### src/rtl/ram_bist_ctrl.sv
// ram_bist_ctrl: built-in self-test initiator for a single-port RAM.
//
// Runs a four-phase march over every address:
//   W0 writes E(a), R0 reads and expects E(a),
//   W1 writes ~E(a), R1 reads and expects ~E(a),
// where E(a) = (a zero-extended/truncated to DW bits) ^ PAT.
// Each read is tracked through an RD_LAT-deep compare pipeline so that the
// returning ram_out word is checked against the word that was expected for it.
//
// Ports:
//   clk        system clock, all logic on posedge
//   rst        synchronous active-high reset
//   start      single-cycle request to begin a run (ignored while busy)
//   ram_out    read data returned by the RAM
//   ram_data   write data to the RAM
//   ram_add    address to the RAM
//   ram_we     RAM write enable, active high
//   busy       run in progress
//   done       run finished, held until the next accepted start
//   pass       valid while done=1; 1 when no mismatch was seen
//   err_cnt    mismatch count, saturating at all-ones
//   fail_addr  address of the first mismatch of the run
//
// Build option:
//   BIST_STOP_ON_FAIL_EN  when defined, the first mismatch ends the run at
//                         once (err_cnt=1, pass=0); otherwise the full march
//                         always completes and counts every mismatch.
//
// State  | meaning
// -------+-------------------------------------------------
// IDLE   | after reset, waiting for start
// W0     | write E(a) to every address
// R0     | read every address, expect E(a)
// W1     | write ~E(a) to every address
// R1     | read every address, expect ~E(a)
// DRAIN  | RD_LAT cycles to retire the reads still in flight
// DONE   | result held, waiting for the next start

module ram_bist_ctrl #(
    parameter int              DW     = 4,
    parameter int              AW     = 4,
    parameter logic [DW-1:0]   PAT    = DW'(4'h5),
    parameter int              RD_LAT = 1
) (
    input  logic          clk,
    input  logic          rst,
    input  logic          start,
    input  logic [DW-1:0] ram_out,
    output logic [DW-1:0] ram_data,
    output logic [AW-1:0] ram_add,
    output logic          ram_we,
    output logic          busy,
    output logic          done,
    output logic          pass,
    output logic [AW+1:0] err_cnt,
    output logic [AW-1:0] fail_addr
);

    localparam int            EW   = AW + 2;
    localparam logic [AW-1:0] LAST = '1;

    typedef enum logic [2:0] {IDLE, W0, R0, W1, R1, DRAIN, DONE} state_t;

    state_t state_q, state_d;

    logic [DW-1:0] ram_data_d;
    logic [AW-1:0] ram_add_d;
    logic          ram_we_d, busy_d, done_d, pass_d;
    logic [EW-1:0] err_cnt_d, err_nxt;
    logic [AW-1:0] fail_addr_d;
    logic [1:0]    drain_cnt, drain_cnt_d;

    // compare pipeline: one entry per issued read
    logic [RD_LAT-1:0] pipe_vld;
    logic [AW-1:0]     pipe_addr [RD_LAT];
    logic [DW-1:0]     pipe_exp  [RD_LAT];
    logic              push_vld, flush;
    logic [DW-1:0]     push_exp;
    logic              mism;

    function automatic logic [DW-1:0] exp_word(input logic [AW-1:0] a);
        return DW'(a) ^ PAT;
    endfunction

    assign mism    = pipe_vld[RD_LAT-1] && (ram_out != pipe_exp[RD_LAT-1]);
    assign err_nxt = (mism && err_cnt != '1) ? err_cnt + EW'(1) : err_cnt;

    // state and output registers
    always_ff @(posedge clk) begin
        if (rst) begin
            state_q   <= IDLE;
            ram_data  <= '0;
            ram_add   <= '0;
            ram_we    <= 1'b0;
            busy      <= 1'b0;
            done      <= 1'b0;
            pass      <= 1'b0;
            err_cnt   <= '0;
            fail_addr <= '0;
            drain_cnt <= '0;
        end else begin
            state_q   <= state_d;
            ram_data  <= ram_data_d;
            ram_add   <= ram_add_d;
            ram_we    <= ram_we_d;
            busy      <= busy_d;
            done      <= done_d;
            pass      <= pass_d;
            err_cnt   <= err_cnt_d;
            fail_addr <= fail_addr_d;
            drain_cnt <= drain_cnt_d;
        end
    end

    always_ff @(posedge clk) begin
        if (rst || flush) begin
            pipe_vld <= '0;
        end else begin
            pipe_vld[0] <= push_vld;
            for (int i = 1; i < RD_LAT; i++) begin
                pipe_vld[i] <= pipe_vld[i-1];
            end
        end
    end

    always_ff @(posedge clk) begin
        pipe_addr[0] <= ram_add;
        pipe_exp[0]  <= push_exp;
        for (int i = 1; i < RD_LAT; i++) begin
            pipe_addr[i] <= pipe_addr[i-1];
            pipe_exp[i]  <= pipe_exp[i-1];
        end
    end

    // next-state logic
    always_comb begin
        state_d = state_q;
        case (state_q)
            IDLE, DONE: if (start)           state_d = W0;
            W0:         if (ram_add == LAST) state_d = R0;
            R0:         if (ram_add == LAST) state_d = W1;
            W1:         if (ram_add == LAST) state_d = R1;
            R1:         if (ram_add == LAST) state_d = DRAIN;
            DRAIN:      if (drain_cnt == '0) state_d = DONE;
            default:                         state_d = IDLE;
        endcase
`ifdef BIST_STOP_ON_FAIL_EN
        if (mism) state_d = DONE;
`endif
    end

    // output logic: next values of the registered outputs
    always_comb begin
        ram_data_d  = ram_data;
        ram_add_d   = ram_add;
        ram_we_d    = ram_we;
        busy_d      = busy;
        done_d      = done;
        pass_d      = pass;
        err_cnt_d   = err_nxt;
        fail_addr_d = (mism && err_cnt == '0) ? pipe_addr[RD_LAT-1] : fail_addr;
        drain_cnt_d = drain_cnt;
        push_vld    = 1'b0;
        push_exp    = '0;
        flush       = 1'b0;

        case (state_q)
            IDLE, DONE: begin
                ram_we_d  = 1'b0;
                busy_d    = 1'b0;
                ram_add_d = '0;
                if (start) begin
                    err_cnt_d   = '0;
                    fail_addr_d = '0;
                    pass_d      = 1'b0;
                    done_d      = 1'b0;
                    busy_d      = 1'b1;
                    ram_we_d    = 1'b1;
                    ram_data_d  = exp_word('0);
                end
            end
            W0: begin
                if (ram_add == LAST) begin
                    ram_add_d = '0;
                    ram_we_d  = 1'b0;
                end else begin
                    ram_add_d  = ram_add + AW'(1);
                    ram_data_d = exp_word(ram_add + AW'(1));
                end
            end
            R0: begin
                push_vld = 1'b1;
                push_exp = exp_word(ram_add);
                if (ram_add == LAST) begin
                    // first W1 write is issued straight out of R0
                    ram_add_d  = '0;
                    ram_we_d   = 1'b1;
                    ram_data_d = ~exp_word('0);
                end else begin
                    ram_add_d = ram_add + AW'(1);
                end
            end
            W1: begin
                if (ram_add == LAST) begin
                    ram_add_d = '0;
                    ram_we_d  = 1'b0;
                end else begin
                    ram_add_d  = ram_add + AW'(1);
                    ram_data_d = ~exp_word(ram_add + AW'(1));
                end
            end
            R1: begin
                push_vld = 1'b1;
                push_exp = ~exp_word(ram_add);
                if (ram_add == LAST) begin
                    ram_add_d   = '0;
                    drain_cnt_d = 2'(RD_LAT - 1);
                end else begin
                    ram_add_d = ram_add + AW'(1);
                end
            end
            DRAIN: begin
                if (drain_cnt == '0) begin
                    // last compare retires on this same edge, so use err_nxt
                    busy_d = 1'b0;
                    done_d = 1'b1;
                    pass_d = (err_nxt == '0);
                end else begin
                    drain_cnt_d = drain_cnt - 2'd1;
                end
            end
            default: begin
                ram_we_d = 1'b0;
                busy_d   = 1'b0;
            end
        endcase

`ifdef BIST_STOP_ON_FAIL_EN
        if (mism) begin
            ram_we_d  = 1'b0;
            ram_add_d = '0;
            busy_d    = 1'b0;
            done_d    = 1'b1;
            pass_d    = 1'b0;
            push_vld  = 1'b0;
            flush     = 1'b1;
        end
`endif
    end

endmodule

### config.mk
export PLATFORM = sky130hd
export DESIGN_NAME = ram_bist_ctrl
export DESIGN_NICKNAME = d
export VERILOG_FILES = /design/src/rtl/ram_bist_ctrl.sv
export SDC_FILE = /design/constraint.sdc
export NUM_CORES = 1
export LEC_CHECK = 0
export ABC_AREA = 1
export CELL_PAD_IN_SITES_DETAIL_PLACEMENT = 0
export CELL_PAD_IN_SITES_GLOBAL_PLACEMENT = 1
export CORE_MARGIN = 5
export CORE_UTILIZATION = 30
export CTS_BUF_LIST = sky130_fd_sc_hd__clkbuf_16
export DETAILED_ROUTE_END_ITERATION = 10
export PLACE_DENSITY_LB_ADDON = 0.1
export SLEW_MARGIN = 20
export SYNTH_ARGS = -nofsm -noshare
export SYNTH_HDL_FRONTEND = slang
export SYNTH_SLANG_ARGS = --single-unit
### constraint.sdc
create_clock -name clk -period 1.75 [get_ports clk]
set_clock_uncertainty 0.05 [all_clocks]
set_input_delay 0.175 -clock clk [delete_from_list [all_inputs] [get_ports clk]]
set_output_delay 0.175 -clock clk [all_outputs]
set_load 0.02 [all_outputs]
==> results.yml <==
run_status:
  status: "completed"
synthesis:
  syn_nets: 260
  synth_cell_types: 30
  yosys_most_used_dff: "dfxtp_1"
  synth_area_um2: 1760
  synthDominantCellAreaShare: 0.409
  netlist_top_cells_area: "dfxtp_1, nand2_1, inv_1, nor2_1, a21oi_1"
  synth_warnings: 0
  synth_edf_count: 0
  synth_common_cells: "nand2_1, inv_1, dfxtp_1, nor2_1"
  synthMostInstantiatedCell: "nand2_1"
  async_flop_share: 0
  syn_inst: 249
  yosysSeqAreaShare: 0.409
  ys_ff_latch: 36
  yosys.area.top_type: "dfxtp_1"
  avgSynthCellArea_um2: 7.08
floorplanning:
  coreArea_um2: 5820
  die_h_um: 86.6
  initial_utilization: 0.303
  num_rows: 28
  die_width_um: 86.6
  pin_count: 29
  die_area_um2: 7500
global_routing:
  grt_max_degree: 13
  grt_pass1_wl_um: 7390
  grt_pass1_vias: 1566
  grt_use_total: 0.125
  gr-total-overflow: 0
  antenna_found_initial: 0
worst_hold_path:
  min_path_type: "flip-flop to flip-flop"
layout:
  multi_input_area_um2: 863
  antenna_cells: 0
  fillers: 624
  nNetsFinal: 307
  seq_area_um2: 726
  final_area_um2: 2420
  area_growth_syn_to_layout_pct: 37.1
  drive_gt1_frac: 0.178
power:
  seqPwrFrac: 0.330
  p_switching_w: 0.00121
  power.internal_w: 0.00217
  powerDensity_nw_per_um2: 1400
  combPwrFrac: 0.371
  p_leak_nw: 1.02
  ir_drop_mv: 0.613
  sw_frac_of_total: 0.358
  finalPower_w: 0.00338
  p_clk_frac: 0.299
detailed_routing:
  post_drt_wl_per_cell_um: 11.3
  drc: 0
  ant_nets: 0
  vias: 1648
  drt_iter0_drc: 47
  viasPerCell: 4.43
  drt_wl_total_um: 4200
  drtPass1Iterations: 4
clock_tree:
  cts-root-buf: "clkbuf_16"
  cts_tree: "done"
  ctsLongestPathBuffers: 2
  post_cts_buffers: 0
  clock_sinks: 36
  clk_pin_slew_ps: 60
  clk_latency_ps: 280
  cts_buffers: 5
  htreeDepth: 2
sta:
  min_period_ps: 1600
  min_period_over_period: 0.916
  clock.fmax_mhz: 624
  hold_viol: 0
  slew_violations: 0
  setup_viol: 0
  tightestPinTransition_ps: 285
  rsz0062_at_grt: "no"
  fin_ws_ps: 147
  relSlewSlack: 0.809
setup_path:
  end_kind: "primary output"
  crit_slowest_cell: "clkdlybuf4s50_1"
  path_cells: "buf_4 > clkdlybuf4s50_1"
  critPathMaxFanout: 6
  cp.required_ps: 1520
  cp_slowest_stage_delay_ps: 610
  crit_arrival_ps: 1380
  critical_path_class: "flip-flop to primary output"
  worstSetupStartpointType: "flip-flop"
  reg2reg_slack_ps: 170
placement:
  gp_congestion: 0.782
  io_buffers: 28
  dpl-instance-area_um2: 2230
  dpl.hpwl_um: 3240
  pre_cts_ws_ps: -90.4
flow_run:
  cap_violations: 0
-- final timing paths --
kind | from | to | depth (start not counted)
setup / recovery | ram_add[0]$_SDFFE_PP0P_ | ram_add[0] | 2
hold / removal | fail_addr[0]$_SDFF_PP0_ | fail_addr[0]$_SDFF_PP0_ | 2
hold reg to reg | fail_addr[0]$_SDFF_PP0_ | fail_addr[0]$_SDFF_PP0_ | 2
setup reg to reg | ram_add[0]$_SDFFE_PP0P_ | state_q[2]$_SDFFE_PP0P_ | 8
-- layout make-up --
| cell class | instances | share of cell area |
|---|---|---|
| flip-flops and latches | 36 | 0.300 |
| inverters | 48 | 0.0746 |
| multi-input cells | 163 | 0.357 |
| clock buffers | 5 | 0.0518 |
| well taps | 75 | 0.0388 |
| repair buffers | 42 | 0.160 |
| clock inverters | 3 | 0.0176 |
-- timing repair --
item                       4_1_cts  5_1_grt
gates resized for setup          0       10
setup endpoints to repair        0        4
hold buffers                     0        0
hold endpoints to repair         0        0
-- sequential cells by signal, indices dropped and copies added, names as in the netlist --
signal	count
busy	1
err_cnt	6
ram_data	4
ram_we	1
fail_addr	4
pipe_vld	1
state_q	3
done	1
drain_cnt	2
pipe_exp	4
pass	1
ram_add	4
pipe_addr	4
-- kinds of logic (layout without fill, tap and decap cells) --
logic type      after synthesis  in the layout  share of synthesized area
xor+xnor                      5              5                     0.0249
flops                        36             36                      0.409
simple gates                105            105                      0.265
compound gates               49             49                      0.162
fa+ha+maj                     4              4                     0.0284
buf+inv                      50             98                      0.111
-- per-stage QoR --
step	TNS, ps	hold slack (ps)	std cells	util
2_1_floorplan	0	198	249	-
4_1_cts	0	397	372	0.412
5_1_grt	0	422	372	0.415
3_5_place_dp	-170	388	364	0.383
6_report	0	391	372	0.415
3_3_place_gp	-96.1	382	364	0.383
-- power groups by stage --
stage / Clock [W] / Sequential, W / Combinational [W]
floorplan: 0 / 0.00123 / 0.000694
global placement: 0 / 0.00113 / 0.00127
detailed placement: 0 / 0.00113 / 0.00126
CTS: 0.00104 / 0.00111 / 0.00126
global route: 0.00109 / 0.00115 / 0.00141
finish: 0.00101 / 0.00111 / 0.00125
-- placed cells by master, fill, tap and decap left out, types with 2 or more instances in the layout --
cell             Yosys  routed
a21oi_1             17      17
a31oi_1              3       3
buf_4                0      14
clkbuf_16            0       5
clkdlybuf4s50_1      0      28
dfxtp_1             36      34
ha_1                 4       3
inv_1               41      40
inv_2                6       7
nand2_1             52      51
nand2_2              5       6
nand3_1             10       9
nand3_2              2       2
nand4_1              3       3
nor2_1              23      23
nor2_2               6       6
nor3_1               2       2
o211ai_1             2       2
o21ai_0             17      15
o21ai_1              3       5
o21ai_2              2       2
xor2_1               4       4
-- metal layers --
| metal | track usage | vias up | wire (µm) |
|---|---|---|---|
| met3 | 0.0352 | 4 | 197 |
| met4 | 0.0567 | 0 | 43 |
| li1 | - | 882 | - |
| met1 | 0.150 | 729 | 1950 |
| met5 | 0 | - | 0 |
| met2 | 0.208 | 33 | 2000 |
-- worst max-delay path, delay by kind of cell (launching register included) --
family,cells,cell delay [ps]
buffers and inverters,2,760
DFF,1,340
Power figures use the tool's default switching activity.
